===== config.mk =====
export PLATFORM = sky130hd
export DESIGN_NAME = rvvi_host_ack_rx
export DESIGN_NICKNAME = d
export VERILOG_FILES = /design/src/rtl/rvvi_host_ack_rx.sv
export SDC_FILE = /design/constraint.sdc
export NUM_CORES = 1
export LEC_CHECK = 0
export ABC_AREA = 1
export CAP_MARGIN = 20
export CELL_PAD_IN_SITES_DETAIL_PLACEMENT = 0
export CELL_PAD_IN_SITES_GLOBAL_PLACEMENT = 1
export CORE_AREA = 2 2 93 95
export DETAILED_ROUTE_END_ITERATION = 12
export DIE_AREA = 0 0 95 97
export PLACE_DENSITY_LB_ADDON = 0.1
export SLEW_MARGIN = 10
export SYNTH_ARGS = -nofsm -noshare
export SYNTH_HDL_FRONTEND = slang
export SYNTH_SLANG_ARGS = --single-unit

===== constraint.sdc =====
create_clock -name clk -period 3.2 [get_ports clk]
set_input_delay 0.32 -clock clk [delete_from_list [all_inputs] [get_ports clk]]
set_output_delay 0.32 -clock clk [all_outputs]
set_load 0.01 [all_outputs]

===== src/rtl/rvvi_host_ack_rx.sv =====
// ---------------------------------------------------------------------------
// rvvi_host_ack_rx
//
// Receive-side parser for acknowledgement frames returned by the host over
// Ethernet. It walks the 32-bit MAC RX stream one word at a time, checks the
// destination MAC and EtherType, and extracts the 16-bit frame count. Each
// qualified ack produces a single-cycle HostInstrValid pulse that carries
// HostFrameCount. Both outputs drive the rvvi active-list ack port directly.
// Every frame that is discarded increments a saturating drop counter.
//
// Ports
//   clk             clock
//   reset           synchronous, active-high reset
//   RxData [31:0]   stream word; byte lane 0 (bits[7:0]) is first on the wire
//   RxValid         RxData is valid this cycle
//   RxLast          last word of the frame (qualified by RxValid)
//   RxError         MAC error for the frame (used only with RxValid & RxLast)
//   RxReady         tied high; the parser never backpressures
//   HostInstrValid  one-cycle pulse: an ack was accepted
//   HostFrameCount  frame count of the most recent accepted ack
//   DropCount       saturating count of discarded frames
// ---------------------------------------------------------------------------
module rvvi_host_ack_rx #(
  parameter int unsigned          FRAME_COUNT_WIDTH = 16,
  parameter int unsigned          DROP_CNT_WIDTH    = 16,
  parameter logic [47:0]          LOCAL_MAC         = 48'h0000_0000_0000,
  parameter logic [15:0]          ACK_ETHERTYPE     = 16'h005c
) (
  input  logic                         clk,
  input  logic                         reset,
  input  logic [31:0]                  RxData,
  input  logic                         RxValid,
  input  logic                         RxLast,
  input  logic                         RxError,
  output logic                         RxReady,
  output logic                         HostInstrValid,
  output logic [FRAME_COUNT_WIDTH-1:0] HostFrameCount,
  output logic [DROP_CNT_WIDTH-1:0]    DropCount
);

  // Word position within the current frame. TAIL skips the payload of a
  // frame whose header is complete; DROP skips a frame already rejected.
  typedef enum logic [2:0] {
    HDR0 = 3'd0,
    HDR1 = 3'd1,
    HDR2 = 3'd2,
    HDR3 = 3'd3,
    TAIL = 3'd4,
    DROP = 3'd5
  } state_t;

  state_t                       state;
  state_t                       nextState;

  logic                         matchQ;       // sticky header match for this frame
  logic [FRAME_COUNT_WIDTH-1:0] pendingQ;     // frame count captured in HDR3

  logic                         wordMatch;    // header compare of the current word
  logic                         matchNow;     // match flag including this word
  logic [FRAME_COUNT_WIDTH-1:0] pendingNow;   // pending count including this word
  logic                         reachedHdr3;  // frame is long enough to be an ack
  logic                         commit;       // RxLast word is being consumed
  logic                         accept;
  logic                         dropFrame;

  assign RxReady = 1'b1;

  // -------------------------------------------------------------------------
  // Header field compares on the current word
  // -------------------------------------------------------------------------
  // NOTE: every variable assigned in an always_comb gets a default first, so
  // no path through the case can leave it unassigned and infer a latch.
  always_comb begin
    wordMatch  = 1'b1;
    pendingNow = pendingQ;
    unique case (state)
      HDR0: wordMatch = (RxData == LOCAL_MAC[31:0]);
      HDR1: wordMatch = (RxData[15:0] == LOCAL_MAC[47:32]);
      HDR3: begin
        // Byte 12 (lane 0) is the EtherType MSB; byte 14 (lane 2) is the
        // frame-count MSB.
        wordMatch  = ({RxData[7:0], RxData[15:8]} == ACK_ETHERTYPE);
        pendingNow = FRAME_COUNT_WIDTH'({RxData[23:16], RxData[31:24]});
      end
      default: wordMatch = 1'b1;
    endcase
    // w0 starts a new frame, so the previous frame's flag is discarded there.
    matchNow = (state == HDR0) ? wordMatch : (matchQ & wordMatch);
  end

  // -------------------------------------------------------------------------
  // FSM: state register
  // -------------------------------------------------------------------------
  // NOTE: sequential state uses non-blocking assignments so every flop
  // samples the pre-edge values regardless of block evaluation order.
  always_ff @(posedge clk) begin
    if (reset) state <= HDR0;
    else       state <= nextState;
  end

  // -------------------------------------------------------------------------
  // FSM: next state (advances only on valid words)
  // -------------------------------------------------------------------------
  always_comb begin
    nextState = state;
    if (RxValid) begin
      unique case (state)
        HDR0: begin
          if (RxLast)          nextState = HDR0;
          else if (!wordMatch) nextState = DROP;
          else                 nextState = HDR1;
        end
        HDR1:    nextState = RxLast ? HDR0 : HDR2;
        HDR2:    nextState = RxLast ? HDR0 : HDR3;
        HDR3:    nextState = RxLast ? HDR0 : TAIL;
        TAIL:    nextState = RxLast ? HDR0 : TAIL;
        DROP:    nextState = RxLast ? HDR0 : DROP;
        default: nextState = HDR0;
      endcase
    end
  end

  // -------------------------------------------------------------------------
  // FSM: frame commit decisions on the RxLast word
  // -------------------------------------------------------------------------
  always_comb begin
    reachedHdr3 = (state == HDR3) || (state == TAIL);
    commit      = RxValid && RxLast;
    accept      = commit && !RxError && matchNow && reachedHdr3;
    dropFrame   = commit && !accept;
  end

  // -------------------------------------------------------------------------
  // Per-frame header state: held while RxValid is low
  // -------------------------------------------------------------------------
  // NOTE: pendingQ is reset even though it is always rewritten in HDR3 before
  // it can be used; this keeps it out of X in simulation at trivial cost.
  always_ff @(posedge clk) begin
    if (reset) begin
      matchQ   <= 1'b0;
      pendingQ <= '0;
    end else if (RxValid) begin
      matchQ   <= matchNow;
      pendingQ <= pendingNow;
    end
  end

  // -------------------------------------------------------------------------
  // Ack outputs and drop counter
  // -------------------------------------------------------------------------
  // A synchronous reset on the same edge as the RxLast word also cancels the
  // pulse that word would have produced.
  always_ff @(posedge clk) begin
    if (reset) begin
      HostInstrValid <= 1'b0;
      HostFrameCount <= '0;
      DropCount      <= '0;
    end else begin
      HostInstrValid <= accept;
      if (accept) HostFrameCount <= pendingNow;
      if (dropFrame && (DropCount != '1)) DropCount <= DropCount + 1'b1;
    end
  end

endmodule

==> out/metrics.csv <==
stage,metric,value,unit
clock_network,clock-pin slew on the worst setup and hold paths,110,ps
timing,Setup TNS,0,ps
global_routing,GRT Overall Usage,16.3,%
synth,Netlist Area Pre-Place,0.00278,mm²
routing,DRT Wirelength,7250,µm
clock_network,CTS sink count,53,
timing,endpoints failing setup,0,
timing,final slew viol count,0,
synth,syn avg cell area,6.74,µm²
synth,"Primary FF master, synth",dfxtp_1,
critical_path,Critical path origin,RxData[30],
place,# port buffers,69,
timing,Final Worst Setup Slack,839,ps
routing,1st-iter DRT viols,110,
synth,"Seq/Total Area, Yosys",38.2,%
routing,ANT nets after route,0,
pwr,Lkg Pwr,1.42,nW
synth,synth warn,0,
critical_path,cells along the critical path,"clkdlybuf4s50_1, nor2_1, nand2_1, nor2_1, nand2_1, nor2_1, nand2_1, nand3_2, nand3_4, nand2_4, inv_1, nor2_1, nor2_1",
routing,Vias/cell,4.78,
synth,synthesized instance count,412,
clock_network,hold buffers post-CTS,0,
synth,share of the synthesized area in the top cell type,38.2,%
critical_path,crit path kind,primary input to flop,
timing,Slew headroom,49.1,%
critical_path,reg-to-reg endpoint,DropCount[1],
global_routing,antenna violations before repair,0,
die,FP Rows,33,
clock_network,clock latency on the worst-skew pair,310,ps
pwr,Peak VDD IR,0.186,mV
die,Core Box Area,0.00813,mm²
clock_network,CTS Buf Count,5,
critical_path,"Max FO, Critical Path",34,
critical_path,CP Data Required Time,3420,ps
die,die height,97,µm
final_layout,share of cells above drive strength 1,4.67,%
synth,"count leader, synth",nand2_1,
synth,Yosys top cell by area,dfxtp_1,
synth,Post-synth top cells,"nand2_1, a21oi_1, nor2_1, dfxtp_1, inv_1",
critical_path,critical path arrival,2580,ps
synth,ys async rst share,0,%
clock_network,CTS resizes,0,
timing,post-route minimum period,2360,ps
final_layout,nets@finish,508,
outcome,status,"finished, final reports clean",
place,GPL Wtd Cong,0.833,
die,# IOs,71,
synth,Unique masters post-synth,27,
final_layout,Fillers,854,
clock_network,CTS root buf,clkbuf_8,
routing,per-cell routed wire length,12.6,µm
final_layout,Antenna diodes,0,
flow_run,Max Cap Viol,0,
pwr,power density over the cells,346,mW/mm²
clock_network,postcts setup bufs,0,
critical_path,Reg2Reg Depth,12,
synth,number of flops mapped to enable cells by yosys,0,
place,DP Wirelength,5260,µm
place,dpl ws,440,ps
clock_network,H-tree depth,2,
critical_path,CP Capture Type,flop,
timing,crit share post-route,73.8,%
global_routing,largest net degree at the start of global routing,41,
clock_network,Max clock buf depth,2,
critical_path,Setup crit start kind,primary input,
critical_path,R2R setup slack,870,ps
global_routing,GR Overflow Total,0,
global_routing,vias in the first global route,2633,
hold_path,hold path depth,2,
die,DIE AREA,0.00922,mm²
synth,syn_nets,450,
routing,# DRC,0,
synth,Yosys reg bits,53,
timing,Slew @ Worst Pin,764,ps
clock_network,CTS tree,yes,
critical_path,Critical Path Max Stage Delay,420,ps
timing,FMAX,424,MHz
synth,largest cells by area after synthesis,"dfxtp_1, a21oi_1, nand2_1, nor2_1, inv_1",
die,die width,95,µm
critical_path,"Slowest-stage cell, CP",clkdlybuf4s50_1,
critical_path,CP endpoint,DropCount[1],
timing,Final Hold Fails,0,
final_layout,Synth-to-Final Area Change,30.3,%
routing,DR vias,2751,
timing,unrepaired setup endpoints after global routing,false,
hold_path,Min-Delay Path Class,flop to flop,
global_routing,first-pass GRT wire length,12300,µm
die,Initial Util,34.1,%
routing,Pre-Repair DR Iteration Count,4,
critical_path,cell with the most instances on the worst path,nor2_1,
timing,Clock Skew,14.5,ps
critical_path,R2R Path Start,state[0],
## power by group
part | internal (mW) | leakage (nW) | total [mW] | switching (mW)
combinational | 0.0733 | 0.937 | 0.166 | 0.0927
sequential | 0.677 | 0.431 | 0.685 | 0.00884
clock | 0.176 | 0.0512 | 0.401 | 0.225
## cells by family (layout without fill, tap and decap cells)
kind of cell / Yosys count / after routing / synth area share [%]
AO/OA/AOI/OAI: 85 / 85 / 16.0
XOR/XNOR: 14 / 14 / 4.42
adder cells (fa/ha/maj): 1 / 1 / 0.451
buffers and inverters: 76 / 135 / 11.0
flip-flops: 53 / 53 / 38.2
other: 1 / 1 / 0.135
AND/OR/NAND/NOR: 182 / 182 / 29.7
## registers in the layout, indices dropped and copies added (netlist names)
signal,cells
pendingQ,16
DropCount,16
state,3
HostInstrValid,1
HostFrameCount,16
matchQ,1
## placed cells by master, fill, tap and decap left out
master	count
clkdlybuf4s50_1	68
nand2_1	67
a21oi_1	64
nor2_1	54
dfxtp_1	53
inv_1	51
nand4_1	25
nand3_1	23
o21ai_0	18
xor2_1	9
clkbuf_8	6
nor3_1	5
xnor2_1	5
buf_4	4
inv_2	2
nand3_2	2
o211ai_1	2
or2_2	1
a211oi_4	1
nand3_4	1
nor2_2	1
nand2_4	1
nor4_1	1
nand3b_1	1
clkinv_1	1
ha_1	1
conb_1	1
clkinv_4	1
clkinv_2	1
buf_2	1
## worst min-delay path by stage
| stage | to | start |
|---|---|---|
| finish | HostFrameCount[12] | HostFrameCount[12] |
| global placement | HostFrameCount[12] | HostFrameCount[12] |
| floorplan | matchQ | RxValid |
| detailed placement | HostFrameCount[14] | HostFrameCount[14] |
| global route | HostFrameCount[10] | HostFrameCount[10] |
| CTS | HostFrameCount[14] | HostFrameCount[14] |
## area by class of cell
class | count | area, µm² | share of cell area [%]
clock buffer | 6 | 82.6 | 2.28
clock inverter | 2 | 13.8 | 0.380
inverter | 54 | 203 | 5.60
tap | 105 | 131 | 3.63
timing repair buffer | 73 | 716 | 19.8
multi-input combinational | 283 | 1410 | 39.0
sequential | 53 | 1060 | 29.3
## metrics by stage
stage | hold WS [ps] | total power, mW | area, µm² | cells | utilization [%]
2_1_floorplan | 414 | 0.795 | 2780 | 412 | -
4_1_cts | 470 | 1.27 | 3620 | 576 | 44.5
5_1_grt | 496 | 1.32 | 3620 | 576 | 44.5
6_report | 465 | 1.25 | 3620 | 576 | 44.5
3_5_place_dp | 455 | 0.869 | 3520 | 568 | 43.3
3_3_place_gp | 452 | 0.867 | 3520 | 568 | 43.3
## routing by layer
metal	vias up	track usage, %	share of wire [%]
li1	1451	-	-
met1	1240	22.6	49
met2	52	25.8	46
met3	8	3.19	4.3
met4	0	4.01	1.1
met5	-	0	0
## critical path: cells and delay by family
| family | cells | cell delay [ps] |
|---|---|---|
| buf+inv | 2 | 500 |
| simple gates | 11 | 1730 |
No activity file was read; power rests on OpenSTA's default activity.
